[config.mk]
export PLATFORM = sky130hd
export DESIGN_NAME = bnn_weight_streamer
export DESIGN_NICKNAME = d
export VERILOG_FILES = /design/src/rtl/bnn_pkg.sv /design/src/rtl/bnn_weight_regfile.sv /design/src/rtl/bnn_weight_streamer.sv
export SDC_FILE = /design/constraint.sdc
export NUM_CORES = 1
export LEC_CHECK = 0
export BUFFER_PORTS_ARGS = -buffer_cell sky130_fd_sc_hd__buf_2
export CORE_MARGIN = 2
export CORE_UTILIZATION = 30
export DETAILED_ROUTE_END_ITERATION = 6
export GPL_ROUTABILITY_DRIVEN = 0
export PLACE_DENSITY = 0.52
export SLEW_MARGIN = 20
export SYNTH_ARGS = -nofsm -noshare
export SYNTH_HDL_FRONTEND = slang
export SYNTH_HIERARCHICAL = 1
export SYNTH_SLANG_ARGS = --single-unit
[constraint.sdc]
create_clock -name clk -period 3 [get_ports clk]
set_input_delay 0.3 -clock clk [delete_from_list [all_inputs] [get_ports clk]]
set_output_delay 0.3 -clock clk [all_outputs]
set_load 0.02 [all_outputs]
[src/rtl/bnn_pkg.sv]
// Shared constants and stream FSM state type for the BNN nibble weight streamer.
package bnn_pkg;

  localparam int NUM_NEURONS = 12;          // layer1 + layer2 neurons
  localparam int WEIGHT_W    = 8;           // bits per neuron weight vector
  localparam int NIBBLE_W    = WEIGHT_W/2;  // bits per transfer beat
  localparam int IDX_W       = 5;           // neuron index / write address width

  typedef enum logic [1:0] {
    ST_IDLE = 2'd0,
    ST_LO   = 2'd1,
    ST_HI   = 2'd2,
    ST_FIN  = 2'd3
  } stream_state_t;

endpackage

[src/rtl/bnn_weight_regfile.sv]
// Local image of all neuron weights: synchronous write, asynchronous read by index.
// Out-of-range addresses never match an entry, so such writes are dropped and
// such reads return 0.
module bnn_weight_regfile
  import bnn_pkg::*;
(
  input  logic                clk,
  input  logic                rst_n,
  input  logic                wr_en,
  input  logic [IDX_W-1:0]    wr_addr,
  input  logic [WEIGHT_W-1:0] wr_data,
  input  logic [IDX_W-1:0]    rd_addr,
  output logic [WEIGHT_W-1:0] rd_data
);

  logic [WEIGHT_W-1:0] mem [NUM_NEURONS];

  // Image storage; cleared on reset, one entry written per strobe.
  always_ff @(posedge clk) begin
    if (!rst_n) begin
      for (int i = 0; i < NUM_NEURONS; i++) mem[i] <= '0;
    end else if (wr_en) begin
      for (int i = 0; i < NUM_NEURONS; i++)
        if (wr_addr == IDX_W'(i)) mem[i] <= wr_data;
    end
  end

  // Read mux by index; compare-based so no oversized array index is needed.
  always_comb begin
    rd_data = '0;
    for (int i = 0; i < NUM_NEURONS; i++)
      if (rd_addr == IDX_W'(i)) rd_data = mem[i];
  end

endmodule

[src/rtl/bnn_weight_streamer.sv]
// Transmit side of the BNN nibble weight-load protocol. Streams the local weight
// image as low nibble then high nibble per neuron, neuron 0 first, with load_en_o
// high for the whole stream. Abort is only honoured after a HI beat so the
// receiver never loses nibble phase.
// Optional build macro: BNN_STREAM_CHECKSUM_EN adds a running XOR of the streamed
// weights on the checksum port; without it checksum is tied to 0.
module bnn_weight_streamer
  import bnn_pkg::*;
(
  input  logic                clk,
  input  logic                rst_n,
  input  logic                ena,
  input  logic                wr_en,
  input  logic [IDX_W-1:0]    wr_addr,
  input  logic [WEIGHT_W-1:0] wr_data,
  input  logic                start,
  input  logic                abort,
  output logic                load_en_o,
  output logic [NIBBLE_W-1:0] nibble_o,
  output logic [IDX_W-1:0]    neuron_idx_o,
  output logic                busy,
  output logic                done,
  output logic                aborted,
  output logic [WEIGHT_W-1:0] checksum
);

  localparam logic [IDX_W-1:0] LAST_IDX = IDX_W'(NUM_NEURONS-1);

  stream_state_t       state;
  logic                abort_pend;
  logic                wr_ok;
  logic [IDX_W-1:0]    rd_addr;
  logic [WEIGHT_W-1:0] rd_data;

  // Image is frozen outside IDLE and on the cycle a start is taken.
  assign wr_ok = wr_en && ena && (state == ST_IDLE) && !start &&
                 (wr_addr < IDX_W'(NUM_NEURONS));

  // Read the weight needed for the next beat: neuron 0 at start, the current
  // neuron for its HI nibble, the following neuron for its LO nibble.
  always_comb begin
    rd_addr = neuron_idx_o;
    case (state)
      ST_IDLE: rd_addr = '0;
      ST_HI:   rd_addr = neuron_idx_o + IDX_W'(1);
      default: rd_addr = neuron_idx_o;
    endcase
  end

  bnn_weight_regfile u_regfile (
    .clk     (clk),
    .rst_n   (rst_n),
    .wr_en   (wr_ok),
    .wr_addr (wr_addr),
    .wr_data (wr_data),
    .rd_addr (rd_addr),
    .rd_data (rd_data)
  );

  // Stream FSM with registered outputs; everything freezes while ena is low.
  always_ff @(posedge clk) begin
    if (!rst_n) begin
      state        <= ST_IDLE;
      abort_pend   <= 1'b0;
      load_en_o    <= 1'b0;
      nibble_o     <= '0;
      neuron_idx_o <= '0;
      busy         <= 1'b0;
      done         <= 1'b0;
      aborted      <= 1'b0;
    end else if (ena) begin
      done    <= 1'b0;
      aborted <= 1'b0;
      case (state)
        ST_IDLE: begin
          if (start) begin
            state        <= ST_LO;
            load_en_o    <= 1'b1;
            busy         <= 1'b1;
            neuron_idx_o <= '0;
            nibble_o     <= rd_data[NIBBLE_W-1:0];
            abort_pend   <= 1'b0;
          end
        end
        ST_LO: begin
          state      <= ST_HI;
          nibble_o   <= rd_data[WEIGHT_W-1:NIBBLE_W];
          abort_pend <= abort_pend | abort;
        end
        ST_HI: begin
          if (abort_pend || abort) begin
            state      <= ST_IDLE;
            load_en_o  <= 1'b0;
            busy       <= 1'b0;
            nibble_o   <= '0;
            aborted    <= 1'b1;
            abort_pend <= 1'b0;
          end else if (neuron_idx_o == LAST_IDX) begin
            state     <= ST_FIN;
            load_en_o <= 1'b0;
            busy      <= 1'b0;
            nibble_o  <= '0;
            done      <= 1'b1;
          end else begin
            state        <= ST_LO;
            neuron_idx_o <= neuron_idx_o + IDX_W'(1);
            nibble_o     <= rd_data[NIBBLE_W-1:0];
          end
        end
        default: state <= ST_IDLE;
      endcase
    end
  end

`ifdef BNN_STREAM_CHECKSUM_EN
  // Running XOR: cleared when a stream starts, folds in each neuron as its HI beat is issued.
  always_ff @(posedge clk) begin
    if (!rst_n) begin
      checksum <= '0;
    end else if (ena) begin
      if (state == ST_IDLE && start) checksum <= '0;
      else if (state == ST_LO)       checksum <= checksum ^ rd_data;
    end
  end
`else
  assign checksum = '0;
`endif

endmodule

# ---- Word-level counts from Yosys, hierarchy flattened
# Memory sizes are Yosys's and may differ from the RTL's.
# Index checks and enable logic that the tools add are counted.
# W data, S select, Z words.
dict set report totals {
  out_inout_bits 21
  ramBits 96
  n_memories 1
  regBits 15
  in_bits 19
  elab_cells 167
}
dict set report classes {
  bitwise 13
  add_sub_neg 1
  reduce_logical 16
  n_eq_ne 30
  mux 98
  order_cmp 1
}
# name depth word_bits read_ports rd_ports_with_merged_regs wr line
set mem_list {}
lappend mem_list {u_regfile.mem 12 8 12 0 12 bnn_weight_regfile.sv:16} ;# logic [WEIGHT_W-1:0] mem [NUM_NEURONS];
# op count
set ops {}
lappend ops {{$mux W8} 24}
lappend ops {{$mux W1} 59}
lappend ops {{$eq A5 B4 Y1 const B} 9}
lappend ops {{$eq A5 B3 Y1 const B} 8}
lappend ops {{$eq A5 B2 Y1 const B} 4}
lappend ops {{$pmux W5 S2} 2}
lappend ops {{$mux W5} 3}
lappend ops {{$or A1 B1 Y1} 13}
lappend ops {{$mux W4} 3}
lappend ops {{$pmux W4 S3} 1}
lappend ops {{$eq A5 B1 Y1 const B} 2}
lappend ops {{$logic_not A5 Y1} 2}
lappend ops {{$ne A2 B2 Y1 const B} 4}
lappend ops {{$reduce_and A4 Y1} 2}
lappend ops {{$mux W2} 3}
lappend ops {{$pmux W2 S3} 1}
lappend ops {{$add A5 B1 Y5 const B} 1}
lappend ops {{$lt A5 B4 Y1 const B} 1}
lappend ops {{$reduce_and A5 Y1} 1}
lappend ops {{$logic_and A1 B1 Y1} 4}
lappend ops {{$ne A3 B3 Y1 const B} 1}
lappend ops {{$pmux W1 S3} 1}
lappend ops {{$reduce_and A3 Y1} 1}
lappend ops {{$reduce_bool A3 Y1} 1}
lappend ops {{8 further kinds} 8}

# ---- Logic depth before layout (Yosys ltp)
dict set report logic_depth {
  ltp_word 18
  mapped_depth 13
  depth_no_buf 12
}

# ---- By module
# Netlist, hierarchy kept.
# mod area_each_um2 instances cells_each seq_area_each_um2
set modules_own_cells {}
lappend modules_own_cells {bnn_weight_regfile 4360.4 1 350 2882.8}
lappend modules_own_cells {bnn_weight_streamer 998.5 1 121 300.3}

# ---- Least setup slack after synthesis
# No wires, ideal clock.
dict set report synth_timing {
  path_kind {register to register}
  startpoint {reg state[0]}
  endpoint {reg nibble_o[0]}
  setup_time_ns 0.123
  period_less_slack_ns 2.639
  path_stages_with_launch 12
  required_time_ns 2.877
  slack_ns 0.361
  t_arrival_ns 2.516
  n_path_buf 3
  cell_sequence {dfxtp_1 inv_1 ha_1 clkbuf_1 mux2_2 buf_6 buf_2 a2111oi_1 a311oi_1 o32a_1 a221oi_1 nor2_1}
}
dict set report synth_between {
  word_cells_on_any_way 35
  cone_classes {14 x eq/ne; 17 x mux; 4 x reduce/logical}
}
# element line
set synth_rtl {}
lappend synth_rtl {{start, declared} bnn_weight_streamer.sv:29} ;# stream_state_t state;
lappend synth_rtl {{start signal, assigned} bnn_weight_streamer.sv:63} ;# state <= ST_IDLE;
lappend synth_rtl {{start signal, assigned} bnn_weight_streamer.sv:77} ;# state <= ST_LO;
lappend synth_rtl {{start signal, assigned} bnn_weight_streamer.sv:86} ;# state <= ST_HI;
lappend synth_rtl {{$eq A2 B2 Y1 or $logic_not A2 Y1 (tied branches)} bnn_weight_streamer.sv:43} ;# case (state)
lappend synth_rtl {{$pmux W5 S2 (*)} bnn_weight_streamer.sv:43}
lappend synth_rtl {{net rd_addr[0]} bnn_weight_streamer.sv:32} ;# logic [IDX_W-1:0] rd_addr;
lappend synth_rtl {{$logic_not A5 Y1} bnn_weight_regfile.sv:32} ;# if (rd_addr == IDX_W'(i)) rd_data = mem[i];
lappend synth_rtl {{$mux W8 (11 in a row)} bnn_weight_regfile.sv:32}
lappend synth_rtl {{$mux W8 (*)} bnn_weight_regfile.sv:32}
lappend synth_rtl {{net rd_data[4]} bnn_weight_streamer.sv:33} ;# logic [WEIGHT_W-1:0] rd_data;
lappend synth_rtl {{$pmux W4 S3 (*)} bnn_weight_streamer.sv:74} ;# case (state)
lappend synth_rtl {{end signal, assigned} bnn_weight_streamer.sv:81} ;# nibble_o <= rd_data[NIBBLE_W-1:0];
lappend synth_rtl {{end signal, assigned} bnn_weight_streamer.sv:87} ;# nibble_o <= rd_data[WEIGHT_W-1:NIBBLE_W];
lappend synth_rtl {{end signal, assigned} bnn_weight_streamer.sv:107} ;# nibble_o <= rd_data[NIBBLE_W-1:0];
lappend synth_rtl {{end, declared} bnn_weight_streamer.sv:19} ;# output logic [NIBBLE_W-1:0] nibble_o,
# The timed path passes the listed nets; every way through them passes the cells marked *. The select of a mux whose other input is x is not followed.
# A chain may end at the register's enable or synchronous reset.

# ---- Final worst setup path
dict set report layout_timing {
  startpoint {reg state[1]}
  endpoint {reg nibble_o[2]}
}
dict set report layout_between {
  elab_chain_cells 18
  word_cells_on_any_way 35
  cone_classes {14 x eq/ne; 17 x mux; 4 x reduce/logical}
}
# element line
set layout_rtl {}
lappend layout_rtl {{$eq A2 B2 Y1 or $logic_not A2 Y1 (tied branches)} bnn_weight_streamer.sv:43}
lappend layout_rtl {{$pmux W5 S2 (*)} bnn_weight_streamer.sv:43}
lappend layout_rtl {{net rd_addr[1]} bnn_weight_streamer.sv:32}
lappend layout_rtl {{$logic_not A5 Y1} bnn_weight_regfile.sv:32}
lappend layout_rtl {{$mux W8 (11 in a row)} bnn_weight_regfile.sv:32}
lappend layout_rtl {{$mux W8 (*)} bnn_weight_regfile.sv:32}
lappend layout_rtl {{net rd_data[2]} bnn_weight_streamer.sv:33}
lappend layout_rtl {{$mux W4} bnn_weight_streamer.sv:98} ;# end else if (neuron_idx_o == LAST_IDX) begin
lappend layout_rtl {{$mux W4} bnn_weight_streamer.sv:91} ;# if (abort_pend || abort) begin
lappend layout_rtl {{$pmux W4 S3 (*)} bnn_weight_streamer.sv:74}
# Marked as above.

==> impl_metrics.toml <==
[final_layout]
fin_nets = 534
drive_gt1_share_pct = 19.07
layout_common_cells = "nor2_1 (97), edfxtp_1 (96), nand2_1 (47)"
instances_no_fill = 739
layout_commonest_cell = "nor2_1"
fin_area_mm2 = 0.006136
finish.utilization_pct = 35.35
area_growth_pct = 14.50
antennaDiodeCount = 0

[timing]
holdWs_ns = 0.2979
relSlewSlack_pct = 56.41
setup_viol_count_final = 0
fin_crit_ns = 2.838
fmax_mhz = 352.3
drv_slew = 0
worst_clock_skew_ns = 0.01136
finalCritPeriodShare_pct = 94.62
worst_pin_slew_ns = 0.6523
hold_viol = 0

[yosys]
synth_ff_type = "edfxtp_1"
synthCells = 471
synthArstFlopShare_pct = 0
synthTopCellsByArea = "edfxtp_1 (54%), nor2_1 (6.9%), dfxtp_1 (5.6%), mux4_2 (3.4%), nand2_1 (3.4%)"
ys_types = 58
avgSynthCellArea_um2 = 11.38
yosysWarnings = 6
yosys_register_bits = 111
synth_edf_count = 96
yosys.area.top_type = "edfxtp_1"
synth_area_mm2 = 0.005359
synth_top_area_share_pct = 53.79
ys_seq_area_share_pct = 59.40

[routing]
drt-initial-drc-count = 258
drt-total-wl_um = 13710
drcViolationCount = 0
vias = 3699
vias_per_cell = 5.005
drt-pass1-iter-count = 5
wl_per_cell_um = 18.55
ant_nets = 0

[worst_setup_path]
cpPeakStageDelay_ns = 0.40
start_kind = "register"
reg2reg_to = "nibble_o[2]"
cp.arrival_ns = 3.08
r2r-start = "state[1]"
critical_path_buf_inv_count = 2
cp_cell_sequence = "inv_1 -> ha_1 -> nor2_4 -> a22o_1 -> buf_12 -> mux2i_1 -> nor3_1 -> o31a_1 -> o32a_1 -> a221oi_1 -> nor2_1"
critPathTopFamily = "compound AO/OA/AOI/OAI gates"
crit_path_end_kind = "register"
crit_fanout = 28
cp-startpoint = "state[1]"
reg2reg_depth = 11
cp.required_ns = 3.24
crit_type = "reg -> reg"
rrSetupSlack_ns = 0.16
crit_slowest_cell = "dfxtp_1"

[place]
dpl.hpwl_um = 9743
placed_area_mm2 = 0.005821
io_buffers = 31
dp.cells = 723

[outcome]
outcome = "finished, final reports clean"

[grt]
grt_overflow_total = 0
antenna_found_initial = 0
grt_usage_pct = 15.31
grt_pass1_vias = 3638
grt_pass1_wl_um = 21180
grt_max_degree = 32

[flow_run]
drv_cap = 0

[floorplanning]
ios = 40
core-area_mm2 = 0.01736
rows = 48
die-height_um = 137.7
die_area_mm2 = 0.01895
die_width_um = 137.7
initial_utilization_pct = 30.88

[clock_tree]
clock-sinks = 111
cts_tree = "yes"
cts_buffer_depth = 2
cts-htree-levels = 3
cts-root-buf = "clkbuf_16"
insertion_delay_ns = 0.36
cts_made_buffers = 9
clk_pin_slew_worst_paths_ns = 0.07
cts_setup_buffers = 0

[worst_hold_path]
min_path_type = "in -> reg"
min_path_cells = 3
worstHoldStart = "ena"
hold_end = "done"

[power_and_ir_drop]
powerDensity_mw_per_mm2 = 531.6
peakVddDrop_v = 0.0002569
leakagePower_nw = 2.238
[registers in the layout, summed over array words and instances, names as in the netlist]
signal,cells
aborted,1
state,2
neuron_idx_o,5
abort_pend,1
nibble_o,4
busy,1
u_regfile/mem,96
done,1
[report_power, final]
part,switching [mW],total (mW),internal [mW]
Sequential,0.0258,1.77,1.74
Combinational,0.223,0.349,0.126
Clock,0.570,1.15,0.578
Total,0.819,3.26,2.44
[timing repair]
action                     4_1_cts  5_1_grt
gates resized for setup          0        9
setup endpoints to repair        0        4
hold buffers                     0        0
[how the worst max path moves through the flow]
stage	to	slack (ns)	cells past startpoint
6_report	nibble_o[2]	0.16	11
5_1_grt	nibble_o[2]	-0.04	11
4_1_cts	nibble_o[3]	0.10	11
3_5_place_dp	nibble_o[3]	0.13	11
3_3_place_gp	nibble_o[3]	0.19	11
2_1_floorplan	nibble_o[0]	0.36	11
[layout make-up]
type | count | area, um2
clock buffer | 10 | 229.0
inverter | 16 | 60.06
clock inverter | 6 | 53.80
fill | 1737 | 11220
timing repair buffer | 53 | 349.1
sequential | 111 | 3183
multi-input combinational | 318 | 1979
tap | 225 | 281.5
[worst reg2reg max path: stages, from the launching register on]
cell and delay (ns):
dfxtp_1 0.40, inv_1 0.11, ha_1 0.23, nor2_4 0.16, a22o_1 0.20, buf_12 0.22, mux2i_1 0.35, nor3_1 0.10
o31a_1 0.26, o32a_1 0.34, a221oi_1 0.28, nor2_1 0.08
[through the flow]
stage | total power [mW] | setup TNS, ns | setup WS, ns
3_5_place_dp | 2.141 | 0 | 0.1333
4_1_cts | 3.279 | 0 | 0.1048
5_1_grt | 3.389 | -0.04130 | -0.04111
3_3_place_gp | 2.136 | 0 | 0.1852
2_1_floorplan | 2.029 | 0 | 0.3610
6_report | 3.262 | 0 | 0.1615
[cells by family (layout without fill, tap and decap cells)]
logic type	count (synthesis)	count (layout)	synth area share, %
muxes	27	27	7.448
adders and majority gates	6	6	1.401
DFF	111	111	59.40
other	1	8	0.06998
and+or+nand+nor	203	203	17.79
AOI/OAI and AO/OA	74	74	9.199
buffers and inverters	49	85	4.693
[per-layer routing]
metal | track usage (%) | wire, um | vias to the layer above
met4 | 3.494 | 158 | 0
li1 | - | - | 1763
met5 | 0 | 0 | -
met3 | 3.716 | 686 | 10
met2 | 25.57 | 6794 | 93
met1 | 20.11 | 6066 | 1833
[Yosys cell counts (3+ instances only)]
library cell  instances
a211oi_1              3
a21o_1                6
a21oi_1              14
a221oi_1              5
and2_1                4
buf_2                 6
buf_4                10
buf_6                 3
clkbuf_1             13
dfxtp_1              15
edfxtp_1             96
ha_1                  6
inv_1                16
mux2_2                8
mux2i_1               8
mux4_2                8
nand2_1              48
nand2b_1              6
nand3_1              10
nand3b_1              3
nor2_1               98
nor2b_1               9
nor3_1                4
nor3b_1               4
o21ai_0              14
o21ai_1               5
o221ai_1              3
o22ai_1               8
o32a_1                3
Note: power is estimated with default switching activity, not from simulation.
